==> src/rtl/stopwatch_ctrl.sv <==
// Stopwatch run/stop/lap/clear controller with an MM:SS BCD count.
// Consumes the divider's one-second tick and drives the divider's pause.
module stopwatch_ctrl #(
   parameter int unsigned MAX_MIN = 59
) (
   input  logic       clk,
   input  logic       reset,
   input  logic       tick,
   input  logic       start_stop,
   input  logic       lap,
   input  logic       clear,
   output logic       pause,
   output logic       running,
   output logic       lap_active,
   output logic [3:0] sec_ones,
   output logic [3:0] sec_tens,
   output logic [3:0] min_ones,
   output logic [3:0] min_tens,
   output logic       wrap
);

   typedef enum logic [1:0] {IDLE, RUN, STOP, LAP} state_t;

   localparam logic [3:0] MAX_MT = 4'(MAX_MIN / 10);
   localparam logic [3:0] MAX_MO = 4'(MAX_MIN % 10);

   state_t     state_q, state_d;
   logic [3:0] so_q, st_q, mo_q, mt_q;
   logic [3:0] so_d, st_d, mo_d, mt_d;
   logic [3:0] snap_so_q, snap_st_q, snap_mo_q, snap_mt_q;
   logic [3:0] snap_so_d, snap_st_d, snap_mo_d, snap_mt_d;
   logic       wrap_q, wrap_d;
   logic       inc;

   always_ff @(posedge clk) begin
      if (reset) begin
         state_q   <= IDLE;
         so_q      <= 4'd0;
         st_q      <= 4'd0;
         mo_q      <= 4'd0;
         mt_q      <= 4'd0;
         snap_so_q <= 4'd0;
         snap_st_q <= 4'd0;
         snap_mo_q <= 4'd0;
         snap_mt_q <= 4'd0;
         wrap_q    <= 1'b0;
      end else begin
         state_q   <= state_d;
         so_q      <= so_d;
         st_q      <= st_d;
         mo_q      <= mo_d;
         mt_q      <= mt_d;
         snap_so_q <= snap_so_d;
         snap_st_q <= snap_st_d;
         snap_mo_q <= snap_mo_d;
         snap_mt_q <= snap_mt_d;
         wrap_q    <= wrap_d;
      end
   end

   always_comb begin
      state_d   = state_q;
      so_d      = so_q;
      st_d      = st_q;
      mo_d      = mo_q;
      mt_d      = mt_q;
      snap_so_d = snap_so_q;
      snap_st_d = snap_st_q;
      snap_mo_d = snap_mo_q;
      snap_mt_d = snap_mt_q;
      wrap_d    = 1'b0;
      inc       = tick && (state_q == RUN || state_q == LAP);

      // Per-digit BCD ripple; the minute field wraps at MAX_MIN rather than 99.
      if (inc) begin
         if (so_q != 4'd9) begin
            so_d = so_q + 4'd1;
         end else begin
            so_d = 4'd0;
            if (st_q != 4'd5) begin
               st_d = st_q + 4'd1;
            end else begin
               st_d = 4'd0;
               if (mt_q == MAX_MT && mo_q == MAX_MO) begin
                  mo_d   = 4'd0;
                  mt_d   = 4'd0;
                  wrap_d = 1'b1;
               end else if (mo_q != 4'd9) begin
                  mo_d = mo_q + 4'd1;
               end else begin
                  mo_d = 4'd0;
                  mt_d = mt_q + 4'd1;
               end
            end
         end
      end

      case (state_q)
         IDLE: begin
            if (start_stop) state_d = RUN;
         end
         RUN: begin
            if (start_stop) begin
               state_d = STOP;
            end else if (lap) begin
               // Snapshot takes the pre-increment count.
               state_d   = LAP;
               snap_so_d = so_q;
               snap_st_d = st_q;
               snap_mo_d = mo_q;
               snap_mt_d = mt_q;
            end
         end
         LAP: begin
            if (start_stop)  state_d = STOP;
            else if (lap)    state_d = RUN;
         end
         STOP: begin
            if (clear) begin
               state_d = IDLE;
               so_d    = 4'd0;
               st_d    = 4'd0;
               mo_d    = 4'd0;
               mt_d    = 4'd0;
            end else if (start_stop) begin
               state_d = RUN;
            end
         end
         default: state_d = IDLE;
      endcase
   end

   assign pause      = (state_q == IDLE) || (state_q == STOP);
   assign running    = (state_q == RUN)  || (state_q == LAP);
   assign lap_active = (state_q == LAP);
   assign wrap       = wrap_q;

   assign sec_ones = lap_active ? snap_so_q : so_q;
   assign sec_tens = lap_active ? snap_st_q : st_q;
   assign min_ones = lap_active ? snap_mo_q : mo_q;
   assign min_tens = lap_active ? snap_mt_q : mt_q;

endmodule

==> config.mk <==
export PLATFORM = sky130hd
export DESIGN_NAME = stopwatch_ctrl
export DESIGN_NICKNAME = d
export VERILOG_FILES = /design/src/rtl/stopwatch_ctrl.sv
export SDC_FILE = /design/constraint.sdc
export NUM_CORES = 1
export LEC_CHECK = 0
export BUFFER_PORTS_ARGS = -buffer_cell sky130_fd_sc_hd__buf_2
export CAP_MARGIN = 10
export CORE_MARGIN = 3
export CORE_UTILIZATION = 58
export CTS_BUF_LIST = sky130_fd_sc_hd__clkbuf_4
export DETAILED_ROUTE_END_ITERATION = 10
export GPL_TIMING_DRIVEN = 0
export PLACE_DENSITY = 0.82
export REMOVE_ABC_BUFFERS = 1
export SETUP_SLACK_MARGIN = 0.05
export SLEW_MARGIN = 20
export SYNTH_ARGS = -nofsm -noshare
export SYNTH_HDL_FRONTEND = slang
export SYNTH_SLANG_ARGS = --single-unit
==> constraint.sdc <==
create_clock -name clk -period 2 [get_ports clk]
set_input_delay 0.1 -clock clk [delete_from_list [all_inputs] [get_ports clk]]
set_output_delay 0.1 -clock clk [all_outputs]
set_load 0.03 [all_outputs]
==> results of run 1 <==
==> cells by family after synthesis <==
kind of cell	count (synthesis)	synth area share, %
XOR/XNOR	7	3.63
multiplexers	13	8.67
adder cells (fa/ha/maj)	4	2.97
AND/OR/NAND/NOR	87	27.3
AO/OA/AOI/OAI	40	12.3
flip-flops	35	41.5
buffers and inverters	14	3.63
==> layer usage <==
metal / wire length (µm) / up-vias
met5: 0 / -
met4: 62 / 0
met3: 167 / 5
met2: 1590 / 33
met1: 1490 / 650
li1: - / 724
==> cells in the mapped netlist <==
| cell type | instances | area share, % |
|---|---|---|
| sky130_fd_sc_hd__o21ai_0 | 11 | 3.3 |
| sky130_fd_sc_hd__or3b_1 | 1 | 0.52 |
| sky130_fd_sc_hd__and2_1 | 2 | 0.74 |
| sky130_fd_sc_hd__clkbuf_1 | 5 | 1.1 |
| sky130_fd_sc_hd__nand4_1 | 2 | 0.74 |
| sky130_fd_sc_hd__nor2b_1 | 4 | 1.5 |
| sky130_fd_sc_hd__and4bb_2 | 1 | 0.74 |
| sky130_fd_sc_hd__mux2_2 | 13 | 8.7 |
| sky130_fd_sc_hd__and3_1 | 1 | 0.37 |
| sky130_fd_sc_hd__nor3b_1 | 2 | 0.89 |
| sky130_fd_sc_hd__nand2_1 | 43 | 9.6 |
| sky130_fd_sc_hd__or4_1 | 1 | 0.44 |
| sky130_fd_sc_hd__nor2_1 | 11 | 2.4 |
| sky130_fd_sc_hd__xnor2_1 | 2 | 1.0 |
| sky130_fd_sc_hd__ha_1 | 4 | 3.0 |
| sky130_fd_sc_hd__nor3b_4 | 1 | 1.1 |
| sky130_fd_sc_hd__and2b_2 | 1 | 0.52 |
| sky130_fd_sc_hd__nand3b_1 | 1 | 0.44 |
| sky130_fd_sc_hd__buf_2 | 1 | 0.30 |
| sky130_fd_sc_hd__nor3b_2 | 1 | 0.74 |
| sky130_fd_sc_hd__buf_4 | 2 | 0.89 |
| sky130_fd_sc_hd__dfxtp_1 | 35 | 42 |
| sky130_fd_sc_hd__inv_1 | 5 | 1.1 |
| sky130_fd_sc_hd__buf_1 | 1 | 0.22 |
| sky130_fd_sc_hd__or3_1 | 2 | 0.74 |
| sky130_fd_sc_hd__a211o_1 | 1 | 0.52 |
| sky130_fd_sc_hd__a21oi_1 | 27 | 8.0 |
| sky130_fd_sc_hd__or3b_2 | 1 | 0.52 |
| sky130_fd_sc_hd__or3_2 | 2 | 0.89 |
| sky130_fd_sc_hd__nor3_1 | 2 | 0.59 |
| sky130_fd_sc_hd__or2b_1 | 1 | 0.44 |
| sky130_fd_sc_hd__nand3_1 | 5 | 1.5 |
| sky130_fd_sc_hd__and3b_2 | 1 | 0.59 |
| sky130_fd_sc_hd__nand4_4 | 1 | 1.3 |
| sky130_fd_sc_hd__xor2_1 | 5 | 2.6 |
| sky130_fd_sc_hd__a31o_2 | 1 | 0.52 |
==> metrics by stage <==
stage	util [%]	area (µm²)	setup slack, ns	hold WS [ns]	setup TNS [ns]
floorplan	-	1650	-0.0279	0.169	-0.0837
global placement	69.2	1810	0.204	0.396	0
detailed placement	69.2	1810	0.113	0.415	0
CTS	71.5	1870	0.0483	0.0572	0
global route	72.0	1880	0.151	0.0842	0
finish	72.0	1880	0.283	0.0844	0
==> placed cells by master (no fill, tap or decap) <==
cell | Yosys | layout
sky130_fd_sc_hd__nand4_1 | 2 | 2
sky130_fd_sc_hd__nor3b_4 | 1 | 2
sky130_fd_sc_hd__and2b_2 | 1 | 1
sky130_fd_sc_hd__xor2_1 | 5 | 5
sky130_fd_sc_hd__dfxtp_2 | 0 | 1
sky130_fd_sc_hd__nor3_1 | 2 | 2
sky130_fd_sc_hd__or4_1 | 1 | 1
sky130_fd_sc_hd__nor3b_1 | 2 | 2
sky130_fd_sc_hd__a211o_1 | 1 | 1
sky130_fd_sc_hd__nor2_1 | 11 | 11
sky130_fd_sc_hd__mux2_2 | 13 | 13
sky130_fd_sc_hd__buf_2 | 1 | 25
sky130_fd_sc_hd__a31o_2 | 1 | 1
sky130_fd_sc_hd__or3b_2 | 1 | 1
sky130_fd_sc_hd__and3b_2 | 1 | 1
sky130_fd_sc_hd__clkbuf_4 | 0 | 7
sky130_fd_sc_hd__and3_1 | 1 | 1
sky130_fd_sc_hd__nand3_1 | 5 | 5
sky130_fd_sc_hd__nand2_1 | 43 | 42
sky130_fd_sc_hd__or3_1 | 2 | 2
sky130_fd_sc_hd__ha_1 | 4 | 4
sky130_fd_sc_hd__o21ai_0 | 11 | 11
sky130_fd_sc_hd__clkinv_2 | 0 | 1
sky130_fd_sc_hd__inv_1 | 5 | 5
sky130_fd_sc_hd__or3b_1 | 1 | 1
sky130_fd_sc_hd__nor2b_1 | 4 | 4
sky130_fd_sc_hd__or2b_1 | 1 | 1
sky130_fd_sc_hd__dfxtp_1 | 35 | 34
sky130_fd_sc_hd__xnor2_1 | 2 | 2
sky130_fd_sc_hd__and4bb_2 | 1 | 1
sky130_fd_sc_hd__nand2_4 | 0 | 1
sky130_fd_sc_hd__a21oi_1 | 27 | 27
sky130_fd_sc_hd__or3_2 | 2 | 2
sky130_fd_sc_hd__nand3b_1 | 1 | 1
sky130_fd_sc_hd__and2_1 | 2 | 2
sky130_fd_sc_hd__nand4_4 | 1 | 1
==> worst max path at each step <==
| stage | end | slack (ns) |
|---|---|---|
| floorplan | min_ones[1] | -0.03 |
| finish | mt_q[1] | 0.28 |
| global route | mt_q[1] | 0.15 |
| global placement | snap_mt_q[2] | 0.20 |
| CTS | snap_st_q[2] | 0.05 |
| detailed placement | snap_mt_q[3] | 0.11 |
==> power groups by stage <==
stage / clock network, mW / registers (mW) / logic [mW]
floorplan: 0 / 0.731 / 0.0460
global placement: 0 / 0.728 / 0.0776
detailed placement: 0 / 0.729 / 0.0801
CTS: 0.406 / 0.714 / 0.0803
global route: 0.436 / 0.718 / 0.0897
finish: 0.393 / 0.716 / 0.0827
==> state kept, by name, summed over array words and instances, names as in the netlist <==
signal	flops
snap_mt_q	4
snap_mo_q	4
snap_st_q	4
state_q	2
wrap	1
snap_so_q	4
mt_q	4
mo_q	4
so_q	4
st_q	4
==> what timing repair did <==
item / in CTS / in global routing
setup endpoints to repair: 17 / 20
endpoints found under the hold margin: 0 / 0
gates resized for setup: 1 / 3
==> cell type report <==
| type | instances | area, µm² | area share [%] |
|---|---|---|---|
| flip-flops and latches | 35 | 702 | 37.3 |
| multi-input cells | 151 | 940 | 50.0 |
| well taps | 30 | 37.5 | 2.00 |
| repair buffers | 25 | 125 | 6.65 |
| inverters | 5 | 18.8 | 0.998 |
| clock inverters | 1 | 5.00 | 0.266 |
| clock buffers | 7 | 52.6 | 2.79 |
==> critical path, delay by kind of cell, from the launching register on <==
kind | cells | cell delay, ns
flip-flops | 1 | 0.45
AO/OA/AOI/OAI | 1 | 0.14
adder cells (fa/ha/maj) | 1 | 0.18
AND/OR/NAND/NOR | 3 | 0.89
==> metrics, run 1 <==
run status completed; I/O pin cnt 26; final hold violations 0; total power 1.19 mW; clock-pin slew of the registers on the worst-case setup and hold paths 0.10 ns; reg2reg path depth 5; Chip Height about 60 µm; met3 track demand over resource in global routing between 5 and 6%; Worst path max stage delay 0.50 ns; total iterations of the first detailed-routing run 4; vias per cell between 5 and 6; WS Path Type flip-flop to flip-flop; post-route clock period utilization 85.9%; level count of the clock H-tree 2; critical hold path startpoint start_stop; Filler Cell Count 213; global-route met2 utilization roughly a third; data arrival time of the worst path roughly 2 ns; number of buffers added by the clock tree synthesis step 5; power density over the cells between 600 and 700 mW/mm²; Detail Route Antenna Nets 0; synthesized flop and latch total 35; via count of the first global-routing pass roughly 1300; clock insertion delay at the later pin of the skew report roughly 0.34 ns; count of cells along the worst hold path 3; initial standard-cell utilization of the core 64.6%; leftover overflow at the end of global routing 0; critical-path maximum fanout 10; CTS root buffer sky130_fd_sc_hd__clkbuf_4; met1 usage between 20% and 30%; all-layer global routing usage 20.8%; synthesized area per cell between 8 and 9 µm²; die area around 0.0036 mm²; Syn-to-layout area delta 11.4%; Post-CTS Setup Inserts 0; peak ir drop on the vdd network around 0.00056 V; Row Count 18; clock tree from TritonCTS yes; portion of the post-synthesis area used by sequential elements between 40% and 50%; type of the most critical hold path primary input to flip-flop; net load switching power 0.300 mW; worst reg2reg startpoint mo_q[0]; number of placed instances, taps included 246; non-filler cells in the finished layout approximately 250; capture point of the worst reg-to-reg path mt_q[1]; die width approximately 60 µm; Mapped Area ~0.0017 mm²; global route hottest layer met2; total wire length ~3.3 mm; relative max-transition margin a little over half; power share of the combinational group 6.9%; number of synthesis warnings 0; routed via count about 1400; maxcap violations 0; endpoints failing setup 0; timing-limited maximum frequency a little under 0.6 GHz; number of clock sinks 35; fraction of power consumed by the clock network between 30 and 40%; CP endpoint kind flip-flop; slew of the pin with the lowest slew margin 0.688 ns; I/O Buffers 25; estimated wirelength of the detail-placed design between 2 and 2.5 mm; P_leak 0.775 nW; Final Wtd Congestion between 0.7 and 0.8; fraction of layout instances using a drive strength above 1 about 26%; diode count 0; Syn Inst Count 200; number of buffers added to fix hold violations after cts 0; setup repair after global routing missed its margin false; share of total power consumed by net switching approximately 25%; Critical Path Source Type flip-flop; post-synth cell types 36; First DRT Iteration DRCs just over 40; required arrival time at the worst endpoint 2.29 ns; remaining design rule violation count 0; Max Buffers Root-to-Sink 2; largest net degree at the start of global routing 20; net count of the finished layout about 230; critical path cell sequence ha_1, and3b_2, nand4_4, or3_2, a21oi_1; hold path endpoint state_q[0]; final period demand of the worst path 1.72 ns; Fin Clk Skew 0.0100 ns; Reg power frac 60.1%; Std-Cell Core Area ~0.0026 mm²; Final Max Slew Viols 0; timing startpoint of the critical path mo_q[0]; global-route wire length before repair 5.52 mm; number of antenna violations at the first check in global routing 0; cell internal pwr between 0.8 and 0.9 mW; slack of the worst reg-to-reg path about 0.28 ns; master of the slowest instance on the critical path sky130_fd_sc_hd__or3_2; per-cell routed wire length around 13 µm
Note: power is estimated with default switching activity, not from simulation.
==> run 2: changes to the inputs <==
--- a/config.mk
+++ b/config.mk
@@ -7,12 +7,12 @@
 export LEC_CHECK = 0
 export BUFFER_PORTS_ARGS = -buffer_cell sky130_fd_sc_hd__buf_2
 export CAP_MARGIN = 10
-export CORE_MARGIN = 3
-export CORE_UTILIZATION = 58
+export CORE_MARGIN = 2
+export CORE_UTILIZATION = 51
 export CTS_BUF_LIST = sky130_fd_sc_hd__clkbuf_4
 export DETAILED_ROUTE_END_ITERATION = 10
 export GPL_TIMING_DRIVEN = 0
-export PLACE_DENSITY = 0.82
+export PLACE_DENSITY = 0.74
 export REMOVE_ABC_BUFFERS = 1
 export SETUP_SLACK_MARGIN = 0.05
 export SLEW_MARGIN = 20
==> metrics, run 2 (synthesized netlist as in run 1, its figures left out) <==
remaining design rule violation count 0 (unchanged); Chip Height 61.5 µm (+2.6%); Final Max Slew Viols 0 (unchanged); Worst Hold Margin 0.0948 ns (+0.0105 ns); Critical Path Source Type flip-flop; largest net degree at the start of global routing 20 (unchanged); die width 61.5 µm (+2.6%); Fin Clk Skew 0.00342 ns (-0.00660 ns); I/O Buffers 25 (unchanged); run status completed; Routed met2 length 1.46 mm (-8.5%); worst reg2reg startpoint mo_q[0]; footprint of the multi-input gates 940 µm² (unchanged); initial standard-cell utilization of the core 54.4% (-10 points); P_leak 0.766 nW (-1.1%); WS Path Type flip-flop to flip-flop; area taken by flip-flops and latches 702 µm² (unchanged); final period demand of the worst path 1.75 ns (+0.0352 ns); most common cell after layout, fill and taps aside sky130_fd_sc_hd__nand2_1; CP endpoint kind flip-flop; clock tree from TritonCTS yes; timing-limited maximum frequency 0.571 GHz (-2.0%); relative max-transition margin 53.2% (-0.84 points); global-route wire length before repair 5.21 mm (-5.6%); commonest non-fill, non-tap cells in the layout 42 x sky130_fd_sc_hd__nand2_1, 34 x sky130_fd_sc_hd__dfxtp_1, 27 x sky130_fd_sc_hd__a21oi_1, 25 x sky130_fd_sc_hd__buf_2, 13 x sky130_fd_sc_hd__mux2_2; number of buffers added by the clock tree synthesis step 5 (unchanged); clock insertion delay at the later pin of the skew report 0.33 ns (about the same); required arrival time at the worst endpoint 2.26 ns (-0.03 ns); critical path cell sequence ha_1, and3b_2, nand4_4, or4_1, a21oi_1; all-layer global routing usage 18.9% (-1.9 points); via count of the first global-routing pass 1114 (-12%); leftover overflow at the end of global routing 0 (unchanged); post-route clock period utilization 87.6% (+1.8 points); Final Wtd Congestion 0.752 (+0.21%); Syn-to-layout area delta 11.7%; First DRT Iteration DRCs 40 (-2.4%); setup repair after global routing missed its margin false; number of buffers added to fix hold violations after cts 0 (unchanged); Max Buffers Root-to-Sink 2 (unchanged); power density over the cells 610 mW/mm² (-3.8%); Worst path max stage delay 0.50 ns (about the same); hold path endpoint state_q[0]; Detail Route Antenna Nets 0 (unchanged); number of clock sinks 35 (unchanged); Metal-1 WL 1.57 mm (+5.7%); CTS root buffer sky130_fd_sc_hd__clkbuf_4; met3 routed wirelength 125 µm (-25%); final core utilization 60.8% (-11 points); fraction of layout instances using a drive strength above 1 25.2% (-0.67 points); slew of the pin with the lowest slew margin 0.700 ns (+0.0125 ns); highest signal layer in the routed design met4; peak ir drop on the vdd network 0.000436 V (-23%); reg2reg path depth 5 (unchanged); Final Worst Setup Slack 0.247 ns (-0.0352 ns); I/O pin cnt 26 (unchanged); maxcap violations 0 (unchanged); TNS Setup 0 ns (unchanged); capture point of the worst reg-to-reg path mt_q[3]; vias per cell 5.24 (-5.8%); setup slack at placement 0.102 ns (-0.0114 ns); diode count 0 (unchanged); data arrival time of the worst path 2.02 ns (+0.02 ns); count of cells along the worst hold path 3 (unchanged); slack of the worst reg-to-reg path 0.25 ns (-0.04 ns); critical-path maximum fanout 10 (unchanged); standard cell area after detailed placement 0.00183 mm² (+0.97%); endpoints failing setup 0 (unchanged); number of antenna violations at the first check in global routing 0 (unchanged); total iterations of the first detailed-routing run 4 (unchanged); final hold violations 0 (unchanged); level count of the clock H-tree 2 (unchanged); type of the most critical hold path primary input to flip-flop; net count of the finished layout 233 (unchanged); Std-Cell Core Area 0.00310 mm² (+19%); Row Count 20 (+2); critical hold path startpoint start_stop; per-cell routed wire length 12.1 µm (-7.4%); routed via count 1393 (-1.3%); die area 0.00379 mm² (+5.4%); master of the slowest instance on the critical path sky130_fd_sc_hd__or4_1; clock-pin slew of the registers on the worst-case setup and hold paths 0.09 ns (about the same); estimated wirelength of the detail-placed design 2.10 mm (-5.7%); Filler Cell Count 335 (+57%); total wire length 3.21 mm (-3.0%); fin area 0.00189 mm² (+0.27%)
==> run 2: cell types whose count changed in the layout (fill, tap and decap cells not counted), sizes merged <==
cell    before  now
clkbuf       7    6
clkinv       1    0
==> run 2: power by group <==
group / internal [mW] / switching, mW / total [mW]
sequential: 0.703 / 0.0126 / 0.716
clock: 0.139 / 0.213 / 0.352
combinational: 0.0250 / 0.0573 / 0.0823
==> run 2: worst max path at each step <==
stage	start	endpoint	slack (ns)	cells past startpoint
after CTS	state_q[0]	snap_st_q[1]	0.07	4
after global placement	state_q[0]	snap_so_q[1]	0.16	4
after global routing	mo_q[0]	mt_q[3]	0.12	5
after floorplan	state_q[0]	min_ones[1]	-0.03	3
after detailed placement	state_q[0]	snap_st_q[1]	0.10	4
final	mo_q[0]	mt_q[3]	0.25	5
==> run 2: worst max-delay path, delay by kind of cell, from the launching register on <==
family	cells	cell delay (ns)
compound gates	1	0.15
fa+ha+maj	1	0.19
simple gates	3	0.89
flops	1	0.47
==> run 2: layer usage <==
metal / global-route usage (%) / vias up
li1: - / 724
met3: 5.67 / 6
met1: 26.0 / 633
met2: 28.0 / 30
met4: 7.29 / 0
met5: 0 / -
==> run 2: what timing repair did <==
item,4_1_cts,5_1_grt
gates resized for setup,1,3
endpoints found under the setup margin,17,20
buffers inserted,0,0
pin swaps,0,0
endpoints found under the hold margin,0,0
gates cloned,0,0
==> run 2: metrics by stage <==
stage	std cells	power [mW]
floorplan	191	0.777
global placement	260	0.808
detailed placement	260	0.810
CTS	266	1.15
global route	266	1.19
finish	266	1.15
==> run 2: layout make-up <==
class	count	area share [%]
multi-input combinational	151	49.8
sequential	35	37.2
timing repair buffer	25	6.64
tap	44	2.92
clock buffer	6	2.39
inverter	5	0.995
==> run 3: changes to the inputs <==
==> constraint.sdc (replaced) <==
create_clock -name clk -period 2.2 [get_ports clk]
set_input_delay 0.11 -clock clk [delete_from_list [all_inputs] [get_ports clk]]
set_output_delay 0.11 -clock clk [all_outputs]
set_load 0.03 [all_outputs]
==> metrics, run 3 (synthesized netlist as in run 1, its figures left out) <==
run status completed; routed via count 1391 (-0.14%); number of buffers added by the clock tree synthesis step 5 (unchanged); final period demand of the worst path about 1.9 ns; Final Wtd Congestion 0.752 (unchanged); total number of cells along the worst setup path 5 (unchanged); footprint of the multi-input gates 935 µm² (-0.53%); cell internal pwr 0.787 mW (-9.2%); power density over the cells 555 mW/mm² (-9.0%); commonest non-fill, non-tap cells in the layout 42 x sky130_fd_sc_hd__nand2_1, 35 x sky130_fd_sc_hd__dfxtp_1, 27 x sky130_fd_sc_hd__a21oi_1, 25 x sky130_fd_sc_hd__buf_2, 13 x sky130_fd_sc_hd__mux2_2; final hold violations 0 (unchanged); Worst Setup EP min_ones[1]; data arrival time of the worst path 1.79 ns (-0.23 ns); clock tree from TritonCTS yes; largest net degree at the start of global routing 20 (unchanged); Reg power frac 62.2% (about the same); Std-Cell Core Area 0.00310 mm² (unchanged); type of the most critical hold path primary input to flip-flop; fraction of layout instances using a drive strength above 1 24.8% (-0.45 points); slack of the worst reg-to-reg path 0.37 ns (+0.12 ns); maxcap violations 0 (unchanged); number of buffers added to fix hold violations after cts 0 (unchanged); Worst path max stage delay 0.54 ns (+0.04 ns); net count of the finished layout 233 (unchanged); most common cell after layout, fill and taps aside sky130_fd_sc_hd__nand2_1; Chip Height 61.5 µm (unchanged); clock insertion delay at the later pin of the skew report 0.33 ns (about the same); Filler Cell Count 335 (unchanged); I/O Buffers 25 (unchanged); Critical Path Source Type flip-flop; worst reg2reg startpoint state_q[0]; post-route clock period utilization between 80% and 90%; Critical path buffers and inverters 2 (+2); Final Max Slew Viols 0 (unchanged); setup repair after global routing missed its margin false; die width 61.5 µm (unchanged); total iterations of the first detailed-routing run 4 (unchanged); die area 0.00379 mm² (unchanged); peak ir drop on the vdd network 0.000392 V (-10%); Max Buffers Root-to-Sink 2 (unchanged); WS Path Type flip-flop to primary output; endpoints failing setup 0 (unchanged); leftover overflow at the end of global routing 0 (unchanged); net load switching power 0.256 mW (-9.6%); TNS Setup 0 ns (unchanged); CP endpoint kind primary output; I/O pin cnt 26 (unchanged); capture point of the worst reg-to-reg path mt_q[3]; First DRT Iteration DRCs 40 (unchanged); gate family responsible for the most delay along the worst path flip-flops; initial standard-cell utilization of the core 54.4% (unchanged); clock-pin slew of the registers on the worst-case setup and hold paths 0.09 ns (about the same); area taken by flip-flops and latches 701 µm² (-0.18%); diode count 0 (unchanged); Fin Clk Skew 0.00348 ns (+0.0000606 ns); estimated wirelength of the detail-placed design 2.10 mm (unchanged); power share of the combinational group 7.2% (about the same); CTS root buffer sky130_fd_sc_hd__clkbuf_4; per-cell routed wire length 12.0 µm (-0.16%); timing-limited maximum frequency approximately 0.53 GHz; required arrival time at the worst endpoint 2.09 ns (-0.17 ns); reg2reg path depth 4 (-1); final core utilization 60.6% (-0.20 points); Detail Route Antenna Nets 0 (unchanged); share of total power consumed by net switching 24.5% (-0.079 points); all-layer global routing usage 18.9% (unchanged); total wire length 3.20 mm (-0.16%); timing startpoint of the critical path state_q[0]; vias per cell 5.23 (-0.14%); number of antenna violations at the first check in global routing 0 (unchanged); number of clock sinks 35 (unchanged); critical-path maximum fanout 14 (+4); Syn-to-layout area delta 11.3%; remaining design rule violation count 0 (unchanged); quantity of gates resized following cts 1 (unchanged); P_leak 0.755 nW (-1.5%); global-route wire length before repair 5.21 mm (unchanged); via count of the first global-routing pass 1114 (unchanged); slew of the pin with the lowest slew margin 0.700 ns (+0.000139 ns); relative max-transition margin 53.2% (about the same); level count of the clock H-tree 2 (unchanged); critical path cell sequence nand2_2, inv_1, nand2_1, o21ai_0, buf_2; fraction of power consumed by the clock network 30.6% (about the same); Row Count 20 (unchanged); master of the slowest instance on the critical path sky130_fd_sc_hd__dfxtp_1; Post-CTS Setup Inserts 0 (unchanged)
## run 3: layout make-up
type | count | area share (%)
timing repair buffer | 25 | 6.66
tap | 44 | 2.93
inverter | 5 | 0.999
sequential | 35 | 37.3
clock buffer | 6 | 2.40
multi-input combinational | 151 | 49.7
## run 3: metal layers
metal / track usage, % / wire, µm / up-vias
li1: - / - / 724
met1: 26.0 / 1570 / 631
met2: 28.0 / 1460 / 30
met3: 5.67 / 125 / 6
met4: 7.29 / 56 / 0
met5: 0 / 0 / -
## run 3: worst min path at each step
stage	from	end	slack, ns	cells past startpoint
2_1_floorplan	reset	snap_mo_q[0]	0.18	1
3_3_place_gp	start_stop	state_q[0]	0.41	3
3_5_place_dp	start_stop	state_q[0]	0.42	3
4_1_cts	start_stop	state_q[0]	0.08	3
5_1_grt	tick	so_q[0]	0.13	4
6_report	start_stop	state_q[0]	0.11	3
## run 3: tightest hold or removal path, stage by stage
cell	delay [ns]
sky130_fd_sc_hd__buf_2	0.15
sky130_fd_sc_hd__xnor2_1	0.07
sky130_fd_sc_hd__nor2_1	0.07
## run 3: through the flow
step | worst slack (ns) | instance area [µm²] | power, mW | std cells | hold WS (ns)
2_1_floorplan | 0.162 | 1650 | 0.707 | 191 | 0.179
3_3_place_gp | 0.363 | 1830 | 0.735 | 260 | 0.412
3_5_place_dp | 0.302 | 1830 | 0.736 | 260 | 0.425
4_1_cts | 0.265 | 1870 | 1.05 | 266 | 0.0764
5_1_grt | 0.108 | 1880 | 1.08 | 266 | 0.132
6_report | 0.298 | 1880 | 1.04 | 266 | 0.107
## run 3: power groups by stage
| stage | registers, mW | clock network [mW] | logic (mW) |
|---|---|---|---|
| CTS | 0.649 | 0.328 | 0.0732 |
| global placement | 0.663 | 0 | 0.0722 |
| detailed placement | 0.663 | 0 | 0.0730 |
| finish | 0.649 | 0.320 | 0.0746 |
| floorplan | 0.665 | 0 | 0.0418 |
| global route | 0.651 | 0.349 | 0.0812 |
